$ cat src/rtl/id_ex_stage.sv
// ID/EX pipeline register: captures decoded fields, forwards MEM/WB results
// into the ALU operands and inserts bubbles on load-use hazards and flushes.
module id_ex_stage #(
    parameter int unsigned     XLEN     = 32,
    parameter logic [XLEN-1:0] RESET_PC = '0
) (
    input  logic            clk,
    input  logic            rst,
    input  logic            id_valid,
    input  logic [XLEN-1:0] id_pc,
    input  logic [4:0]      id_rs1,
    input  logic [4:0]      id_rs2,
    input  logic [4:0]      id_rd,
    input  logic [XLEN-1:0] id_rs1_data,
    input  logic [XLEN-1:0] id_rs2_data,
    input  logic [XLEN-1:0] id_imm,
    input  logic [1:0]      id_alu_control,
    input  logic [2:0]      id_funct3,
    input  logic            id_alu_src,
    input  logic            id_alu_a_pc,
    input  logic            id_reg_write,
    input  logic            id_mem_read,
    input  logic            id_mem_write,
    input  logic [4:0]      mem_rd,
    input  logic            mem_reg_write,
    input  logic [XLEN-1:0] mem_result,
    input  logic [4:0]      wb_rd,
    input  logic            wb_reg_write,
    input  logic [XLEN-1:0] wb_result,
    input  logic            stall,
    input  logic            flush,
    output logic            load_use_stall,
    output logic            ex_valid,
    output logic [XLEN-1:0] ex_pc,
    output logic [XLEN-1:0] ex_a,
    output logic [XLEN-1:0] ex_b,
    output logic [XLEN-1:0] ex_store_data,
    output logic [1:0]      ex_alu_control,
    output logic [2:0]      ex_funct3,
    output logic [4:0]      ex_rd,
    output logic            ex_reg_write,
    output logic            ex_mem_read,
    output logic            ex_mem_write
);

    typedef struct packed {
        logic            valid;
        logic [XLEN-1:0] pc;
        logic [4:0]      rs1;
        logic [4:0]      rs2;
        logic [4:0]      rd;
        logic [XLEN-1:0] rs1_data;
        logic [XLEN-1:0] rs2_data;
        logic [XLEN-1:0] imm;
        logic [1:0]      alu_control;
        logic [2:0]      funct3;
        logic            alu_src;
        logic            alu_a_pc;
        logic            reg_write;
        logic            mem_read;
        logic            mem_write;
    } id_ex_t;

    id_ex_t ex_q, ex_d, bubble, load;
    logic [XLEN-1:0] fwd_rs1, fwd_rs2;

    function automatic logic [XLEN-1:0] fwd(
        input logic [4:0]      rs,
        input logic [XLEN-1:0] val,
        input logic [4:0]      m_rd,
        input logic            m_we,
        input logic [XLEN-1:0] m_val,
        input logic [4:0]      w_rd,
        input logic            w_we,
        input logic [XLEN-1:0] w_val
    );
        logic [XLEN-1:0] r;
        r = val;
        if (rs != 5'd0) begin
            if (m_we && m_rd == rs) r = m_val;
            else if (w_we && w_rd == rs) r = w_val;
        end
        return r;
    endfunction

    assign load_use_stall = ex_q.valid & ex_q.mem_read & (ex_q.rd != 5'd0)
                          & id_valid
                          & ((ex_q.rd == id_rs1) | (ex_q.rd == id_rs2));

    always_comb begin
        bubble    = '0;
        bubble.pc = RESET_PC;
    end

    // WB bypass at capture covers the same-cycle regfile write/read case
    always_comb begin
        load             = '0;
        load.valid       = id_valid;
        load.pc          = id_pc;
        load.rs1         = id_rs1;
        load.rs2         = id_rs2;
        load.rd          = id_rd;
        load.rs1_data    = fwd(id_rs1, id_rs1_data, 5'd0, 1'b0, '0,
                               wb_rd, wb_reg_write, wb_result);
        load.rs2_data    = fwd(id_rs2, id_rs2_data, 5'd0, 1'b0, '0,
                               wb_rd, wb_reg_write, wb_result);
        load.imm         = id_imm;
        load.alu_control = id_alu_control;
        load.funct3      = id_funct3;
        load.alu_src     = id_alu_src;
        load.alu_a_pc    = id_alu_a_pc;
        load.reg_write   = id_reg_write & id_valid;
        load.mem_read    = id_mem_read & id_valid;
        load.mem_write   = id_mem_write & id_valid;
    end

    always_comb begin
        ex_d = ex_q;
        if (flush)               ex_d = bubble;
        else if (stall)          ex_d = ex_q;
        else if (load_use_stall) ex_d = bubble;
        else                     ex_d = load;
    end

    always_ff @(posedge clk) begin
        if (rst) ex_q <= bubble;
        else     ex_q <= ex_d;
    end

    assign fwd_rs1 = fwd(ex_q.rs1, ex_q.rs1_data, mem_rd, mem_reg_write,
                         mem_result, wb_rd, wb_reg_write, wb_result);
    assign fwd_rs2 = fwd(ex_q.rs2, ex_q.rs2_data, mem_rd, mem_reg_write,
                         mem_result, wb_rd, wb_reg_write, wb_result);

    assign ex_valid       = ex_q.valid;
    assign ex_pc          = ex_q.pc;
    assign ex_a           = ex_q.alu_a_pc ? ex_q.pc : fwd_rs1;
    assign ex_b           = ex_q.alu_src ? ex_q.imm : fwd_rs2;
    assign ex_store_data  = fwd_rs2;
    assign ex_alu_control = ex_q.alu_control;
    assign ex_funct3      = ex_q.funct3;
    assign ex_rd          = ex_q.rd;
    assign ex_reg_write   = ex_q.reg_write & ex_q.valid;
    assign ex_mem_read    = ex_q.mem_read & ex_q.valid;
    assign ex_mem_write   = ex_q.mem_write & ex_q.valid;

endmodule
$ cat config.mk
export PLATFORM = sky130hd
export DESIGN_NAME = id_ex_stage
export DESIGN_NICKNAME = d
export VERILOG_FILES = /design/src/rtl/id_ex_stage.sv
export SDC_FILE = /design/constraint.sdc
export NUM_CORES = 1
export LEC_CHECK = 0
export BUFFER_PORTS_ARGS = -buffer_cell sky130_fd_sc_hd__buf_2
export CORE_AREA = 4 4 145 147
export DETAILED_ROUTE_END_ITERATION = 10
export DIE_AREA = 0 0 149 151
export MAX_ROUTING_LAYER = met4
export PLACE_DENSITY_LB_ADDON = 0.12
export SLEW_MARGIN = 20
export SYNTH_ARGS = -nofsm -noshare
export SYNTH_HDL_FRONTEND = slang
export SYNTH_SLANG_ARGS = --single-unit
$ cat constraint.sdc
create_clock -name clk -period 2.2 [get_ports clk]
set_input_delay 0 -clock clk [delete_from_list [all_inputs] [get_ports clk]]
set_output_delay 0 -clock clk [all_outputs]
set_load 0.01 [all_outputs]
Word level (Yosys, flattened, before mapping)
Cells that the tools add are included.

word-level totals
  input port bits = 234
  output and inout bits = 143
  flip-flop bits (word level) = 154
  logic and storage cells = 58

operators by class
  reduce and logical (&&, ||, !) cells = 12
  eq/ne operators = 8
  bitwise logic cells = 10
  multiplexer cells = 13

operator list
  kind                 number
  $mux W32             12
  $mux W154            1
  $eq A5 B5 Y1         8
  $reduce_bool A5 Y1   5
  $and A1 B1 Y1        9
  $logic_and A1 B1 Y1  6
  $reduce_or A2 Y1     1
  $or A1 B1 Y1         1

Logic depth before layout (Yosys ltp)
  depth in word-level cells = 6
  mapped depth = 8
  depth with buffers taken out = 6

Worst setup path after synthesis
Ideal clock, no wire load.

  path type = register -> register
  start = reg ex_q, in the netlist ex_rd[1]
  end = reg ex_q[0] (netlist bit)
  arrival = 1958 ps
  setup time = 60 ps
  cell stages (with the launch flop) = 7
  setup slack = 182 ps
  required time = 2140 ps
  period minus slack after synthesis = 2018 ps
  path buffers = 1
  cells stage by stage = dfxtp_1 or4_4 o211ai_2 a21oi_2 nor4_4 buf_6 a32o_2

on the way
  cells in the longest elaborated chain, start to end = 5
  elaborated cells on any way between the ends = 8
  those cells by class = 2 x eq/ne; 1 x mux; 4 x bitwise; 1 x reduce/logical

ends and longest elaborated chain
  element                 line  text
  from (decl)             64    id_ex_t ex_q, ex_d, bubble, load;
  from (signal assigned)  126   if (rst) ex_q <= bubble;
  $reduce_bool A5 Y1      86    assign load_use_stall = ex_q.valid & ex_q.mem_read & (ex_q.rd != 5'd0)
  $and A1 B1 Y1           86
  $and A1 B1 Y1           87    & id_valid
  $and A1 B1 Y1 *         88    & ((ex_q.rd == id_rs1) | (ex_q.rd == id_rs2));
  via load_use_stall      32    output logic load_use_stall,
  $mux W154 *             121   else if (load_use_stall) ex_d = bubble;

The timed path passes the listed nets; every way through them passes the cells marked *.
A chain may end at the register's enable or synchronous reset.

Worst setup path in the final report
  start = reg ex_q[115] (netlist bit)
  end = out ex_b[13]

on the way
  cells in the longest elaborated chain, start to end = 6
  elaborated cells on any way between the ends = 9
  those cells by class = 2 x eq/ne; 4 x mux; 3 x reduce/logical

ends and longest elaborated chain
  element              line  text
  $eq A5 B5 Y1         81    else if (w_we && w_rd == rs) r = w_val;
  $logic_and A1 B1 Y1  81
  $mux W32             81
  $mux W32             80    if (m_we && m_rd == rs) r = m_val;
  $mux W32 *           79    if (rs != 5'd0) begin
  $mux W32 *           138   assign ex_b = ex_q.alu_src ? ex_q.imm : fwd_rs2;
  to (decl)            36    output logic [XLEN-1:0] ex_b,

Mark *: on every way between the ends. The rest lies on a longest branch, timed or not.

==> metrics.md <==
| Metric | Value |
|---|---|
| WP data arrival | `between 2 and 3 ns` |
| VDD IR-drop max | `between 0.5 and 0.6 mV` |
| Synthesized area per cell | `10.0 µm²` |
| Final max-slew violation count | `0` |
| Core ar. | `between 0.015 and 0.02 mm²` |
| Post-synth EDFFs | `0` |
| Fin nets | `1,628` |
| Fin util | `about three quarters` |
| Initial DRC count | `438` |
| CP Cell Sequence | `buf_6 -> or4_4 -> o22ai_4 -> clkbuf_16 -> o2bb2ai_4 -> mux2_2 -> buf_6` |
| Post-Route WL | `36,800 µm` |
| Primary FF master, synth | `dfxtp_1` |
| Die area | `0.0225 mm²` |
| IO Count | `377` |
| Worst setup EP type | `output pin` |
| Tot Pwr | `7900 µW` |
| Clk Latency, worst-skew pair | `~0.43 ns` |
| Yosys warns | `0` |
| Type of the most critical hold path | `in -> reg` |
| Sequential element share of the synthesized area | `37.1%` |
| Drt drc | `0` |
| Minimum clock period | `approximately 2.5 ns` |
| Actual slew at the worst max-slew pin | `approximately 0.50 ns` |
| DR vias/cell | `roughly 5.5` |
| Failing checks | `negative hold slack, negative setup slack` |
| Fillers | `approximately 1,400` |
| #FFs+latches synth | `between 150 and 200` |
| Gr usage total | `a little under 30%` |
| Wire per inst | `~22 µm` |
| Flop2flop setup slack | `0.12 ns` |
| Total number of vias | `9,181` |
| Final setup fails | `96` |
| Synth Net Count | `roughly 1,100` |
| CTS max path bufs | `2` |
| Die Wd | `approximately 150 µm` |
| Most frequent CP cell | `buf_6` |
| Cell area after synthesis | `approximately 0.0083 mm²` |
| Port Buffers | `376` |
| Drt first pass iters | `5` |
| Synth unique cells | `40` |
| # rows | `52` |
| First-pass GRT wire length | `just over 50,000 µm` |
| Gpl congestion | `about 0.85` |
| Finished Layout Cells | `between 1,500 and 2,000` |
| Worst path slowest cell | `or4_4` |
| Worst-path clk slew | `0.06 ns` |
| # clock sinks | `154` |
| Die height | `around 150 µm` |
| Synthesis-to-finish area growth | `80.2%` |
| H-tree levels | `4` |
| Max frequency | `between 0.3 and 0.4 GHz` |
| Critical path required time | `around 2.2 ns` |
| Status | `finished with violations` |
| Startpoint types | `flop` |
| Initial antenna violation count | `1` |
| Final Cycle Share | `115%` |
| Asr flop ratio synth | `0%` |
| PD cells | `approximately 530 mW/mm²` |
| Setup Crit Path Kind | `reg -> out` |
| Crit path max fanout | `8` |
| Initial Utilization | `between 40% and 50%` |
| Layout cells sized above 1 | `49.1%` |
| RSZ-0062 raised after global routing | `yes` |
| Root buf cell | `clkbuf_16` |
| Largest net degree at the start of global routing | `82` |
| Final Skew | `0.00945 ns` |
| Total gr overflow | `0` |
| Cells after Synth | `827` |
| Final ANT Viol Nets | `0` |
| Placed cell count | `about 1,400` |
| DPL Wire Length | `21,500 µm` |
| Delay of the slowest cell on the worst path | `about 0.50 ns` |
| Vias in the first global route | `9,173` |
| MaxCap Viol Count | `0` |
| Leak pwr | `0.00637 µW` |
| Clock buffer count from CTS | `17` |
| Final worst slack | `-0.337 ns` |
| Final Hold Fails | `4` |
| Slew HR | `about two thirds` |
| Worst hold slack | `-0.0790 ns` |
| CTS tree | `done` |
==> registers in the layout, indices dropped and copies added, names as in the netlist <==
register / count
ex_q: 111
ex_funct3: 3
ex_alu_control: 2
ex_pc: 32
ex_rd: 5
ex_valid: 1
==> synth_stat cells (24+ instances only) <==
cell type | instances | share of area [%]
nand2_1 | 69 | 3.1
a22oi_1 | 32 | 2.9
o21ai_2 | 60 | 6.3
a22o_1 | 87 | 9.2
mux2i_1 | 95 | 11
xor2_1 | 24 | 2.5
mux2_2 | 32 | 4.3
clkbuf_1 | 36 | 1.6
o2bb2ai_1 | 32 | 3.4
buf_4 | 43 | 3.9
a221o_1 | 31 | 3.7
dfxtp_1 | 154 | 37
nor2_1 | 37 | 1.7
==> final cells by class <==
class,count,area [µm²],area share [%]
diodes,1,2.50,0.0167
well taps,270,338,2.26
repair buffers,662,5430,36.3
multi-input cells,558,5440,36.4
clock buffers,19,443,2.96
clock inverters,13,215,1.44
inverters,1,3.75,0.0251
flip-flops and latches,154,3100,20.7
==> metrics by stage <==
step	cell area (µm²)	setup TNS (ns)	setup WS [ns]	hold WS, ns
floorplan	8310	0	0.182	0.101
global placement	10400	0	0.110	0.209
detailed placement	10400	0	0.0937	0.211
CTS	13600	-20.68	-0.326	0.00642
global route	15000	-32.22	-0.419	-0.0396
finish	15000	-22.93	-0.337	-0.0790
==> power by group <==
part	internal, µW	leakage [µW]	total, µW	switching, µW
logic	873	0.00480	1600	726
clock network	2060	0.000312	3340	1280
registers	2880	0.00126	2960	77.5
==> final timing paths <==
path	from	endpoint	cells after the start
max	ex_q[115]$_SDFFE_PP0N_	ex_b[13]	7
min	wb_result[31]	ex_q[105]$_SDFFE_PP0N_	3
max reg2reg	ex_rd[1]$_SDFFE_PP0N_	ex_q[90]$_SDFFE_PP0N_	6
min reg2reg	ex_q[99]$_SDFFE_PP0N_	ex_q[99]$_SDFFE_PP0N_	2
==> cell usage in the layout, fill, tap and decap left out, drive strengths merged, types with 4 or more instances in the layout <==
cell / synthesis / layout
clkbuf: 36 / 27
nor2: 37 / 37
dlygate4sd3: 0 / 197
or4: 4 / 4
o2bb2ai: 32 / 32
mux2: 32 / 32
xnor2: 14 / 14
a221o: 31 / 31
nand3: 4 / 4
bufinv: 0 / 5
dfxtp: 154 / 154
xor2: 24 / 24
nand2: 69 / 69
a22o: 88 / 88
nor3: 4 / 4
nor4: 4 / 4
mux2i: 95 / 95
o21ai: 66 / 66
a22oi: 32 / 32
buf: 78 / 454
a21oi: 4 / 4
==> per-layer routing <==
layer / part of all wire (%) / GRT usage, % / vias up
met2: 51 / 49.8 / 420
li1: - / - / 4220
met5: 0 / - / -
met4: 2.7 / 8.51 / 0
met3: 6.2 / 4.97 / 79
met1: 40 / 35.1 / 4462
==> cells by family (layout without fill, tap and decap cells) <==
logic type             Yosys count  in the layout  synth area share, %
AO/OA/AOI/OAI                  263            263                 27.5
buffers and inverters          115            695                 8.78
other                            0              1                    0
XOR/XNOR                        38             38                 4.01
multiplexers                   127            127                 15.8
flip-flops                     154            154                 37.1
AND/OR/NAND/NOR                130            130                 6.85
==> critical path, delay by kind of cell (launching register included) <==
kind / cells / cell delay, ns
buffers and inverters: 3 / 0.50
AOI/OAI and AO/OA: 2 / 0.60
DFF: 1 / 0.33
and+or+nand+nor: 1 / 0.50
muxes: 1 / 0.19
==> repair_timing <==
action                                  CTS  global route
resized for setup                        48           179
hold buffers                            218            22
endpoints found under the setup margin   96           159
hold endpoints to repair                154            33
pin swaps                                14            29
cloned                                    2            10
buffers inserted                          2            38
Note: power is estimated with default switching activity, not from simulation.
